## config.mk

```make
export PLATFORM = sky130hd
export DESIGN_NAME = expansion_inverse
export DESIGN_NICKNAME = d
export VERILOG_FILES = /design/src/rtl/des_pkg.sv /design/src/rtl/expansion_unpack.sv /design/src/rtl/expansion_inverse.sv
export SDC_FILE = /design/constraint.sdc
export NUM_CORES = 1
export LEC_CHECK = 0
export CAP_MARGIN = 10
export CORE_ASPECT_RATIO = 0.75
export CORE_MARGIN = 1
export CORE_UTILIZATION = 51
export DETAILED_ROUTE_END_ITERATION = 16
export GPL_TIMING_DRIVEN = 0
export PLACE_DENSITY = 0.86
export SLEW_MARGIN = 10
export SYNTH_ARGS = -nofsm -noshare
export SYNTH_HDL_FRONTEND = slang
export SYNTH_HIERARCHICAL = 1
export SYNTH_SLANG_ARGS = --single-unit
export TNS_END_PERCENT = 20
```

## constraint.sdc

```tcl
create_clock -name clk -period 8.1 [get_ports clk]
set_clock_uncertainty 0.2 [all_clocks]
set_input_delay 0.81 -clock clk [delete_from_list [all_inputs] [get_ports clk]]
set_output_delay 0.81 -clock clk [all_outputs]
set_load 0.005 [all_outputs]
```

## src/rtl/des_pkg.sv

```systemverilog
// Shared definitions for the DES expansion (E) permutation data path.
//
// Contents:
//   E_BLOCKS, E_IN_W, E_OUT_W, EDGE_W : geometry of the 32->48 expansion
//   half_t      : 32-bit half-block
//   exp_t       : 48-bit E-expanded word (bit 47 = first E output bit)
//   edge_mask_t : one flag per duplicated edge bit (two per 6-bit block)
package des_pkg;

  localparam int E_BLOCKS = 8;
  localparam int E_IN_W   = 32;
  localparam int E_OUT_W  = 48;
  localparam int EDGE_W   = 16;

  typedef logic [E_IN_W-1:0]  half_t;
  typedef logic [E_OUT_W-1:0] exp_t;
  typedef logic [EDGE_W-1:0]  edge_mask_t;

endpackage : des_pkg

```

## src/rtl/expansion_unpack.sv

```systemverilog
// Combinational inverse of the DES expansion permutation E.
//
// Each 6-bit block j of the expanded word carries four core bits
// d[4j..4j+3] framed by two edge bits copied from the neighbouring blocks.
// The half-block is rebuilt from the core bits only; each edge bit is then
// compared against the core bit it duplicates.
//
// Ports:
//   exp_i  : expanded word, bit 47 = first E output bit
//   data_o : recovered 32-bit half-block
//   mask_o : mask[2j]   = left edge of block j disagrees with its source
//            mask[2j+1] = right edge of block j disagrees with its source
module expansion_unpack
  import des_pkg::*;
(
  input  exp_t       exp_i,
  output half_t      data_o,
  output edge_mask_t mask_o
);

  for (genvar j = 0; j < E_BLOCKS; j++) begin : g_block
    for (genvar k = 0; k < 4; k++) begin : g_core
      assign data_o[4*j+k] = exp_i[46-6*j-k];
    end
    // The edge sources wrap around the half-block: block 0's left edge is
    // d[31] and block 7's right edge is d[0].
    assign mask_o[2*j]   = exp_i[47-6*j] ^ data_o[(4*j+31)%32];
    assign mask_o[2*j+1] = exp_i[42-6*j] ^ data_o[(4*j+4)%32];
  end

endmodule : expansion_unpack

```

## src/rtl/expansion_inverse.sv

```systemverilog
// Receive-side inverse of the DES expansion E with edge-bit consistency
// checking, a single output register stage and running error statistics.
//
// Ports:
//   clk, rst         : rising-edge clock, asynchronous active-high reset
//   in_valid/ready   : input handshake; in_ready = !out_valid | out_ready
//   in_data          : 48-bit expanded word
//   check_en         : 0 forces the mask of the accepted word to zero
//   out_valid/ready  : output handshake, data held while stalled
//   out_data         : recovered half-block
//   out_err_mask     : edge-bit mismatches of the word in the output register
//   out_err          : OR of out_err_mask
//   clr_stats        : synchronous clear of counters and sticky state
//   word_cnt         : words accepted (saturating)
//   err_cnt          : accepted words with a non-zero mask (saturating)
//   err_sticky       : an errored word has been seen since the last clear
//   first_err_mask   : mask of that first errored word
module expansion_inverse
  import des_pkg::*;
#(
  parameter int CNT_W            = 16,
  parameter bit CHECK_EN_DEFAULT = 1'b1
) (
  input  logic              clk,
  input  logic              rst,
  input  logic              in_valid,
  output logic              in_ready,
  input  logic [47:0]       in_data,
  input  logic              check_en,
  output logic              out_valid,
  input  logic              out_ready,
  output logic [31:0]       out_data,
  output logic [15:0]       out_err_mask,
  output logic              out_err,
  input  logic              clr_stats,
  output logic [CNT_W-1:0]  word_cnt,
  output logic [CNT_W-1:0]  err_cnt,
  output logic              err_sticky,
  output logic [15:0]       first_err_mask
);

  half_t      rec_data;
  edge_mask_t raw_mask;
  edge_mask_t gated_mask;
  logic       accept;
  logic       word_err;

  logic       valid_q, valid_d;
  half_t      data_q, data_d;
  edge_mask_t raw_mask_q, raw_mask_d;
  // Check enable that applied to the word held in the output register.
  logic       chk_q, chk_d;

  logic [CNT_W-1:0] word_cnt_q, word_cnt_d;
  logic [CNT_W-1:0] err_cnt_q, err_cnt_d;
  logic             sticky_q, sticky_d;
  edge_mask_t       first_mask_q, first_mask_d;

  expansion_unpack u_unpack (
    .exp_i  (in_data),
    .data_o (rec_data),
    .mask_o (raw_mask)
  );

  assign in_ready   = !valid_q || out_ready;
  assign accept     = in_valid && in_ready;
  assign gated_mask = check_en ? raw_mask : '0;
  assign word_err   = |gated_mask;

  // NOTE: every always_comb output gets a default first, so no path can
  // leave a signal unassigned and infer a latch.
  always_comb begin
    valid_d    = valid_q;
    data_d     = data_q;
    raw_mask_d = raw_mask_q;
    chk_d      = chk_q;
    if (accept) begin
      valid_d    = 1'b1;
      data_d     = rec_data;
      raw_mask_d = raw_mask;
      chk_d      = check_en;
    end else if (out_ready) begin
      valid_d = 1'b0;
    end
  end

  // Clear wins over a same-cycle increment; counters stick at all-ones.
  always_comb begin
    word_cnt_d   = word_cnt_q;
    err_cnt_d    = err_cnt_q;
    sticky_d     = sticky_q;
    first_mask_d = first_mask_q;
    if (clr_stats) begin
      word_cnt_d   = '0;
      err_cnt_d    = '0;
      sticky_d     = 1'b0;
      first_mask_d = '0;
    end else if (accept) begin
      if (!(&word_cnt_q)) word_cnt_d = word_cnt_q + CNT_W'(1);
      if (word_err) begin
        if (!(&err_cnt_q)) err_cnt_d = err_cnt_q + CNT_W'(1);
        if (!sticky_q) begin
          sticky_d     = 1'b1;
          first_mask_d = gated_mask;
        end
      end
    end
  end

  // NOTE: state registers use non-blocking assignments so every flop
  // samples the pre-edge values regardless of statement order.
  // NOTE: the data registers are reset too, because the outputs must read
  // zero after reset rather than whatever word was pending.
  always_ff @(posedge clk or posedge rst) begin
    if (rst) begin
      valid_q      <= 1'b0;
      data_q       <= '0;
      raw_mask_q   <= '0;
      chk_q        <= CHECK_EN_DEFAULT;
      word_cnt_q   <= '0;
      err_cnt_q    <= '0;
      sticky_q     <= 1'b0;
      first_mask_q <= '0;
    end else begin
      valid_q      <= valid_d;
      data_q       <= data_d;
      raw_mask_q   <= raw_mask_d;
      chk_q        <= chk_d;
      word_cnt_q   <= word_cnt_d;
      err_cnt_q    <= err_cnt_d;
      sticky_q     <= sticky_d;
      first_mask_q <= first_mask_d;
    end
  end

  assign out_valid      = valid_q;
  assign out_data       = data_q;
  assign out_err_mask   = chk_q ? raw_mask_q : '0;
  assign out_err        = |out_err_mask;
  assign word_cnt       = word_cnt_q;
  assign err_cnt        = err_cnt_q;
  assign err_sticky     = sticky_q;
  assign first_err_mask = first_mask_q;

endmodule : expansion_inverse
```

# After elaboration in Yosys (flattened, before gate mapping)
# Cells that the tools add are included.
totals:
  register_bits: 99
  input_bits: 54
  out_inout_bits: 100
  elab_cells: 61
classes:
  addsub: 2
  n_reduce_logical: 14
  eq_ne: 3
  muxes: 18
  n_bitwise: 16
ops:
  columns: ["operator", "n"]
  rows:
  - ["16-bit two-way mux", 13]
  - ["16-bit by 1-bit adder with 16-bit output (second input constant)", 2]
  - ["16-bit AND reduction", 2]
  - ["16-bit OR reduction", 2]
  - ["1-bit XOR", 16]
  - ["2-bit inequality test (second input constant)", 3]
  - ["3-bit AND reduction", 2]
  - ["2-bit nonzero test", 3]
  - ["1-bit two-way mux", 5]
  - ["2-bit AND reduction", 2]
  - ["1-bit logical AND", 1]
  - ["1-bit logical NOT", 1]
  - ["1-bit logical OR", 1]

# Depth between registers and ports, before layout
# Gate-level depths: netlist (run 1).
depth:
  depth_word: 6
  mapped_depth: 8
  ltp_nobuf: 6

# Cells and area by module
# Netlist (run 1), hierarchy kept.
modules_own_cells:
  columns: ["module", "seq_area_each_um2", "n_inst", "cells_each", "area_per_inst_um2"]
  rows:
  - ["expansion_inverse", 2478.6, 1, 411, 4570.6]
  - ["expansion_unpack", 0.0, 1, 48, 380.4]

# Worst setup path after synthesis (run 1)
# No wires, ideal clock.
synth_timing:
  path_kind: "input -> register"
  startpoint: "input in_data[10]"
  endpoint: "register err_cnt_q[5] (netlist: err_cnt[5])"
  setup_ns: 0.125
  slack_ns: 5.622
  required_time_ns: 7.775
  cell_stages: 7
  arrival_ns: 2.153
  n_path_buf: 1
  path_cell_list: "xor2_1 -> nor4_1 -> nand4_1 -> o21ai_2 -> buf_6 -> nor4b_4 -> mux2_4"
synth_via:
  elab_chain_len: 5
synth_rtl:
  columns: ["item", "line", "source"]
  rows:
  - ["start: declaration", "expansion_inverse.sv:28", "input logic [47:0] in_data,"]
  - ["1-bit XOR", "expansion_unpack.sv:28", "assign mask_o[2*j+1] = exp_i[42-6*j] ^ data_o[(4*j+4)%32];"]
  - ["16-bit two-way mux", "expansion_inverse.sv:67", "assign gated_mask = check_en ? raw_mask : '0;"]
  - ["16-bit OR reduction", "expansion_inverse.sv:68", "assign word_err = |gated_mask;"]
  - ["2-bit nonzero test (no line)", null, null]
  - ["3-bit AND reduction (no line)", null, null]
  - ["end signal: assignment", "expansion_inverse.sv:130", "err_cnt_q <= err_cnt_d;"]
  - ["end: declaration", "expansion_inverse.sv:55", "logic [CNT_W-1:0] err_cnt_q, err_cnt_d;"]
# Every way passes these cells.
# A chain may end at the register's enable or synchronous reset.

# Worst setup path after layout (run 1)
layout_timing:
  startpoint: "register chk_q"
  endpoint: "output out_err"
layout_via:
  elab_chain_len: 2
layout_rtl:
  columns: ["item", "line", "source"]
  rows:
  - ["start: declaration", "expansion_inverse.sv:52", "logic chk_q, chk_d;"]
  - ["start signal: assignment", "expansion_inverse.sv:128", "chk_q <= chk_d;"]
  - ["16-bit two-way mux", "expansion_inverse.sv:138", "assign out_err_mask = chk_q ? raw_mask_q : '0;"]
  - ["16-bit OR reduction", "expansion_inverse.sv:139", "assign out_err = |out_err_mask;"]
  - ["end: declaration", "expansion_inverse.sv:34", "output logic out_err,"]
# Every way passes these cells.

==> results.md, run 1 <==
* Post-route ant nets at 0
* Sink Count at 99
* Initial antenna violation count at 0
* Post-route DRC at 0
* Mapped Cells at around 460
* TritonCTS Buffers at 9
* Startpoint types: flop
* Violation count after the first detailed-route iteration at 231
* Final HPWL DP at 9.42 mm
* Routability cong. at a little under 0.9
* Area grow syn2layout at 37.8%
* DP Area at approximately 6500 um^2
* Slew Limit Headroom at 0.575
* Switching power at between 300 and 400 uW
* Syn. warnings at 6
* Placed cell count at 723
* GRT Total Usage at 0.267
* Global-route wire length before repair at about 20 mm
* CP required at between 7 and 8 ns
* Unique masters post-synth at between 50 and 60
* Peak VDD IR at about 0.2 mV
* Fillcell total at between 600 and 700
* Drt pass-1 iters at 4
* Largest net degree at the start of global routing at 53
* Slew Viols, Final at 0
* Nets@finish at between 600 and 700
* Reg2reg path depth at 6
* Largest area contributor in the netlist: dfrtp_1
* Routed wire per std cell at between 15 and 20 um
* Clock power share at 0.366
* R2r endpoint: err_cnt[5]
* Root buffer cell: clkbuf_16
* RSZ-0062 raised after global routing: no
* CTS H-tree depth at 3
* Dpl ws at roughly 4.8 ns
* CP Launch Point: chk_q
* Logic pwr share at 0.192
* Vias per cell at 5.47
* Final Hold Fails at 0
* Die Span X at approximately 120 um
* R2R Path Start: err_cnt[0]
* Row count at 30
* Cts repair resizes at 0
* CTS Hold Buffers Added at 0
* Synth Area per Inst at 10.8 um^2
* Worst setup path class: reg -> out
* Total gr overflow at 0
* Synth area leaders: dfrtp_1, mux2_2, buf_4
* Seq cells post-synth at between 90 and 100
* Peak Freq at roughly 320 MHz
* Synth cell count leaders: dfrtp_1, mux2_2, buf_4, nand2_1, a21oi_1
* CP Capture Point: out_err
* Tightest Hold Check Type: reg -> reg
* Antenna fix cells at 0
* Initial Utilization at 0.536
* Pleak at about 2.8 nW
* Share of layout cells above drive strength 1 at 0.190
* FF/Latch Area at around 2500 um^2
* Max Cap Viol at 0
* Post-Layout Cell Count at between 700 and 800
* Crit path capture type: output pin
* Seq pwr share at 0.442
* Int Pwr at 969 uW
* Min Tclk post-route at approximately 3.1 ns
* Postcts setup bufs at 0
* Worst reg2reg setup slack at just under 6 ns
* IO Port Bufs at around 140
* Die height at 87.3 um
* CP Max Fanout at 10
* Switching share of power at 0.244
* Largest stage delay on the critical path at about 0.58 ns
* Worst-margin pin slew at ~0.64 ns
* CTS tree: done
* Area occupied by multi-input gates at between 2000 and 2500 um^2
* Post-synthesis sequential area ratio at 0.501
* Synthesized area at between 4000 and 5000 um^2
* Fin area at just under 7000 um^2
* Post-synth EDFFs at 0
* Vias in the first global route at around 4.1k
* Ports at ~150
* Most numerous cell in the Yosys netlist: dfrtp_1
* Setup TNS Final at 0 ns
* Final setup violation count at 0
* Ys flop type: dfrtp_1
* Total power at between 1 and 1.5 mW
* Clk Latency, worst-skew pair at between 0.3 and 0.4 ns
* Syn Nets at roughly 520
* Final core utilization at 0.739
* Vias post-DR at around 4.0k
* Setup ws final at roughly 5 ns
* Total wire length at ~13 mm
* Worst-path clk slew at 0.07 ns
* Clk buf depth at 2
* WHS at slightly above 0.3 ns
* CP cell instances: clkbuf_1, and2_1, nor4_1, nand4_1, clkdlybuf4s50_1
* Critical path arrival at about 2.1 ns
* Slowest stage cell, crit path: dfstp_2
* Die Footprint at 10,100 um^2
* P per Cell Area at ~190 nW/um^2
* FFs w/ async S/R, synth at 1.00
* Tcrit/Tclk final at 0.384
* Status: complete, no violations
* Core ar. at between 9000 and 10,000 um^2
* Area share of the largest cell type after synthesis at 0.495
## per-layer routing
metal	routed length, um	up-vias	track usage
met3	1020	14	0.0835
met5	0	-	0
li1	-	1903	-
met4	124	0	0.0606
met1	5560	1971	0.356
met2	5990	154	0.429
## power groups by stage
stage / Clock (mW) / Sequential [mW] / Combinational [mW]
after global placement: 0 / 0.572 / 0.239
after detailed placement: 0 / 0.575 / 0.247
after global routing: 0.490 / 0.572 / 0.266
after CTS: 0.475 / 0.566 / 0.249
after floorplan: 0 / 0.572 / 0.109
final: 0.469 / 0.566 / 0.247
## cell type report
type / count / share of cell area
buffer: 53 / 0.0508
clock buffer: 11 / 0.0356
timing repair buffer: 136 / 0.202
multi-input combinational: 304 / 0.310
inverter: 3 / 0.00202
sequential: 99 / 0.363
tap: 128 / 0.0235
clock inverter: 5 / 0.0125
## how the worst min path moves through the flow
| stage | slack (ns) | startpoint | cells past startpoint | end |
|---|---|---|---|---|
| 3_5_place_dp | 0.29 | raw_mask_q[7] | 1 | raw_mask_q[7] |
| 3_3_place_gp | 0.28 | raw_mask_q[8] | 1 | raw_mask_q[8] |
| 6_report | 0.30 | raw_mask_q[10] | 1 | raw_mask_q[10] |
| 4_1_cts | 0.30 | raw_mask_q[7] | 1 | raw_mask_q[7] |
| 5_1_grt | 0.32 | out_data[0] | 1 | out_data[0] |
| 2_1_floorplan | 0.27 | raw_mask_q[0] | 1 | raw_mask_q[0] |
## state kept, by name, indices dropped and copies added (netlist names)
register,cells
raw_mask_q,16
first_err_mask,16
out_valid,1
err_sticky,1
err_cnt,16
word_cnt,16
out_data,32
chk_q,1
## cells by family (layout without fill, tap and decap cells)
kind of cell | count (synthesis) | in the layout | share of synthesized area
AND/OR/NAND/NOR | 151 | 151 | 0.172
multiplexers | 50 | 50 | 0.114
adder cells (fa/ha/maj) | 2 | 2 | 0.00505
flip-flops | 99 | 99 | 0.501
buffers and inverters | 56 | 208 | 0.0723
XOR/XNOR | 26 | 26 | 0.0460
AO/OA/AOI/OAI | 75 | 75 | 0.0900
## cell usage in the layout, fill, tap and decap left out, types with 5 or more instances in the layout
| master | instances |
|---|---|
| clkbuf_1 | 11 |
| or4_1 | 5 |
| mux2_2 | 48 |
| xor2_1 | 22 |
| nand2_1 | 32 |
| dfrtp_1 | 98 |
| a21oi_1 | 30 |
| nor2_1 | 25 |
| o21ai_1 | 12 |
| nand4_1 | 9 |
| clkbuf_16 | 9 |
| and2_1 | 21 |
| clkdlybuf4s50_1 | 135 |
| or3_1 | 7 |
| nor4_1 | 8 |
| nand3_1 | 13 |
| nor3_1 | 8 |
| and4_1 | 6 |
| buf_4 | 32 |
| o21ai_0 | 13 |
## worst max-delay path: cells and delay by family (launching register included)
kind	cells	cell delay, ns
and+or+nand+nor	3	0.37
DFF	1	0.58
buffers and inverters	2	0.80
Note: power is estimated with default switching activity, not from simulation.
==> inputs of run 2 (changes only) <==
- CORE_UTILIZATION: 51 -> 43
- PLACE_DENSITY: 0.86 -> 0.78
- clock period: 8.1 -> 2.65 ns (I/O delays scaled with it)
==> results.md, run 2 (same netlist as run 1, synthesis figures left out) <==
* DP Area at 6550 um^2 (+0.87%)
* Pleak at 2.83 nW (+2.8%)
* Critical path arrival at 2.50 ns (+0.40 ns)
* IO Port Bufs at 135 (unchanged)
* Area occupied by multi-input gates at 2110 um^2 (unchanged)
* CTS tree: done
* Drt pass-1 iters at 5 (+1)
* Commonest cells after routing, fill and taps aside: clkdlybuf4s50_1, dfrtp_1, mux2_2
* Total wire length at 13.3 mm (+4.4%)
* Core ar. at 11,100 um^2 (+20%)
* Fillcell total at 880 (+34%)
* Status: complete, no violations
* Largest net degree at the start of global routing at 34 (-36%)
* Die Span X at 126 um (+8.8%)
* CTS H-tree depth at 3 (unchanged)
* Worst setup path class: in -> reg
* Die height at 94.9 um (+8.7%)
* Post-route DRC at 0 (unchanged)
* Global-route wire length before repair at 21.8 mm (+6.1%)
* Root buffer cell: clkbuf_16
* Slew Viols, Final at 0 (unchanged)
* Vias in the first global route at 4,290 (+4.7%)
* Routability cong. at 0.867 (about the same)
* CP cell instances: clkdlybuf4s50_1, xor2_1, nor4_1, nand4_1, o21ai_2, buf_6, nor4b_4, mux2_4
* Vias post-DR at 4,114 (+1.8%)
* CP required at 2.67 ns (-4.42 ns)
* Slowest stage cell, crit path: nor4_1
* Total power at 3.89 mW (+200%)
* Worst-path clk slew at 0.06 ns (about the same)
* Final setup violation count at 0 (unchanged)
* Ports at 154 (unchanged)
* Sink Count at 99 (unchanged)
* WHS at 0.128 ns (-0.176 ns)
* Slew Limit Headroom at 0.543 (-0.0318)
* Die Footprint at 12,000 um^2 (+18%)
* TritonCTS Buffers at 9 (unchanged)
* Commonest non-fill, non-tap cell in the layout: clkdlybuf4s50_1
* Area grow syn2layout at 41.8%
* Fin area at 7020 um^2 (+3.0%)
* Violation count after the first detailed-route iteration at 184 (-20%)
* Nets@finish at 679 (+2.6%)
* Startpoint types: input pin
* Row count at 33 (+10%)
* Largest stage delay on the critical path at 0.48 ns (-0.10 ns)
* Post-route ant nets at 0 (unchanged)
* Initial Utilization at 0.447 (-0.0888)
* Cts repair resizes at 0 (unchanged)
* P per Cell Area at 555 nW/um^2 (+200%)
* Buffers & Inverters on Critical Path at 2 (unchanged)
* Final Hold Fails at 0 (unchanged)
* Share of layout cells above drive strength 1 at 0.188 (-0.00165)
* Critical path depth at 8 (+3)
* Peak Freq at 403 MHz
* Worst reg2reg setup slack at 0.29 ns (-5.50 ns)
* Initial antenna violation count at 0 (unchanged)
* Clk buf depth at 2 (unchanged)
* Tightest Hold Check Type: in -> async
* CP top delay family: simple AND/OR/NAND/NOR gates
* GRT Total Usage at 0.236 (-0.0317)
* CP Max Fanout at 10 (unchanged)
* Vias per cell at 5.36 (-1.9%)
* Worst-margin pin slew at 0.685 ns (+0.0478 ns)
* Antenna fix cells at 0 (unchanged)
* FF/Latch Area at 2480 um^2 (unchanged)
* Routed wire per std cell at 17.3 um (+0.55%)
* RSZ-0062 raised after global routing: no
* Tcrit/Tclk final at 0.937
* Final HPWL DP at 10.0 mm (+6.3%)
* Clk Latency, worst-skew pair at 0.34 ns (about the same)
* Crit path capture type: flop
* Max Cap Viol at 0 (unchanged)
* R2r endpoint: err_cnt[5]
* Postcts setup bufs at 0 (unchanged)
* Min Tclk post-route at roughly 2.5 ns
* Largest register FFs at 32 (unchanged)
* Peak VDD IR at 0.360 mV (+82%)
* R2R Path Start: err_cnt[1]
* Reg2reg path depth at 6 (unchanged)
* Total gr overflow at 0 (unchanged)
==> run 2: changes by cell type in the layout (fill, tap and decap cells not counted), sizes merged <==
cell / previous run / this run
clkinvlp: 1 / 2
buf: 43 / 45
clkinv: 1 / 2
clkbuf: 22 / 20
dlygate4sd3: 0 / 16
inv: 4 / 2
==> run 2: worst reg2reg max path: stages, from the launching register on <==
cell and delay (ns):
dfrtp_1 0.45, ha_1 0.29, nand4_2 0.16, or4_4 0.56, buf_6 0.15, nor4b_4 0.13, mux2_4 0.30
==> run 2: area by class of cell <==
class | count | area share
flip-flops and latches | 99 | 0.353
multi-input cells | 304 | 0.301
repair buffers | 154 | 0.225
plain buffers | 52 | 0.0488
clock buffers | 10 | 0.0340
well taps | 140 | 0.0249
clock inverters | 5 | 0.0110
inverters | 3 | 0.00214
==> run 2: report_power, final <==
part | internal [mW] | total, mW | leakage (nW) | switching [mW]
Clock | 0.844 | 1.39 | 0.154 | 0.544
Sequential | 1.65 | 1.73 | 1.26 | 0.0825
Combinational | 0.472 | 0.772 | 1.42 | 0.300
Total | 2.97 | 3.89 | 2.83 | 0.926
==> run 2: worst max-delay path by stage <==
stage                            from            endpoint  slack (ns)
after detailed placement  in_data[31]          err_cnt[5]       -0.16
after floorplan            err_cnt[0]          err_cnt[5]        0.47
after CTS                       chk_q             out_err        0.03
final                     in_data[31]          err_cnt[5]        0.17
after global placement    in_data[22]          err_cnt[5]       -0.11
after global routing      in_data[31]  first_err_mask[14]        0.02
==> run 2: repair_timing <==
| action | 4_1_cts | 5_1_grt |
|---|---|---|
| endpoints found under the hold margin | 16 | 0 |
| setup endpoints to repair | 0 | 1 |
| hold buffers | 16 | 0 |
==> run 2: metrics by stage <==
stage / setup TNS [ns] / setup WS [ns] / cells / utilization
global placement: -1.87 / -0.113 / 734 / 0.586
finish: 0 / 0.167 / 767 / 0.635
global route: 0 / 0.0217 / 767 / 0.635
floorplan: 0 / 0.473 / 459 / -
detailed placement: -2.93 / -0.159 / 737 / 0.592
CTS: 0 / 0.0267 / 768 / 0.635
==> run 2: routing by layer <==
metal / part of all wire / vias up / global-route usage
met2: 0.48 / 167 / 0.399
li1: - / 1923 / -
met3: 0.076 / 11 / 0.0691
met4: 0.0090 / 0 / 0.0552
met1: 0.44 / 2013 / 0.299
met5: 0 / - / 0
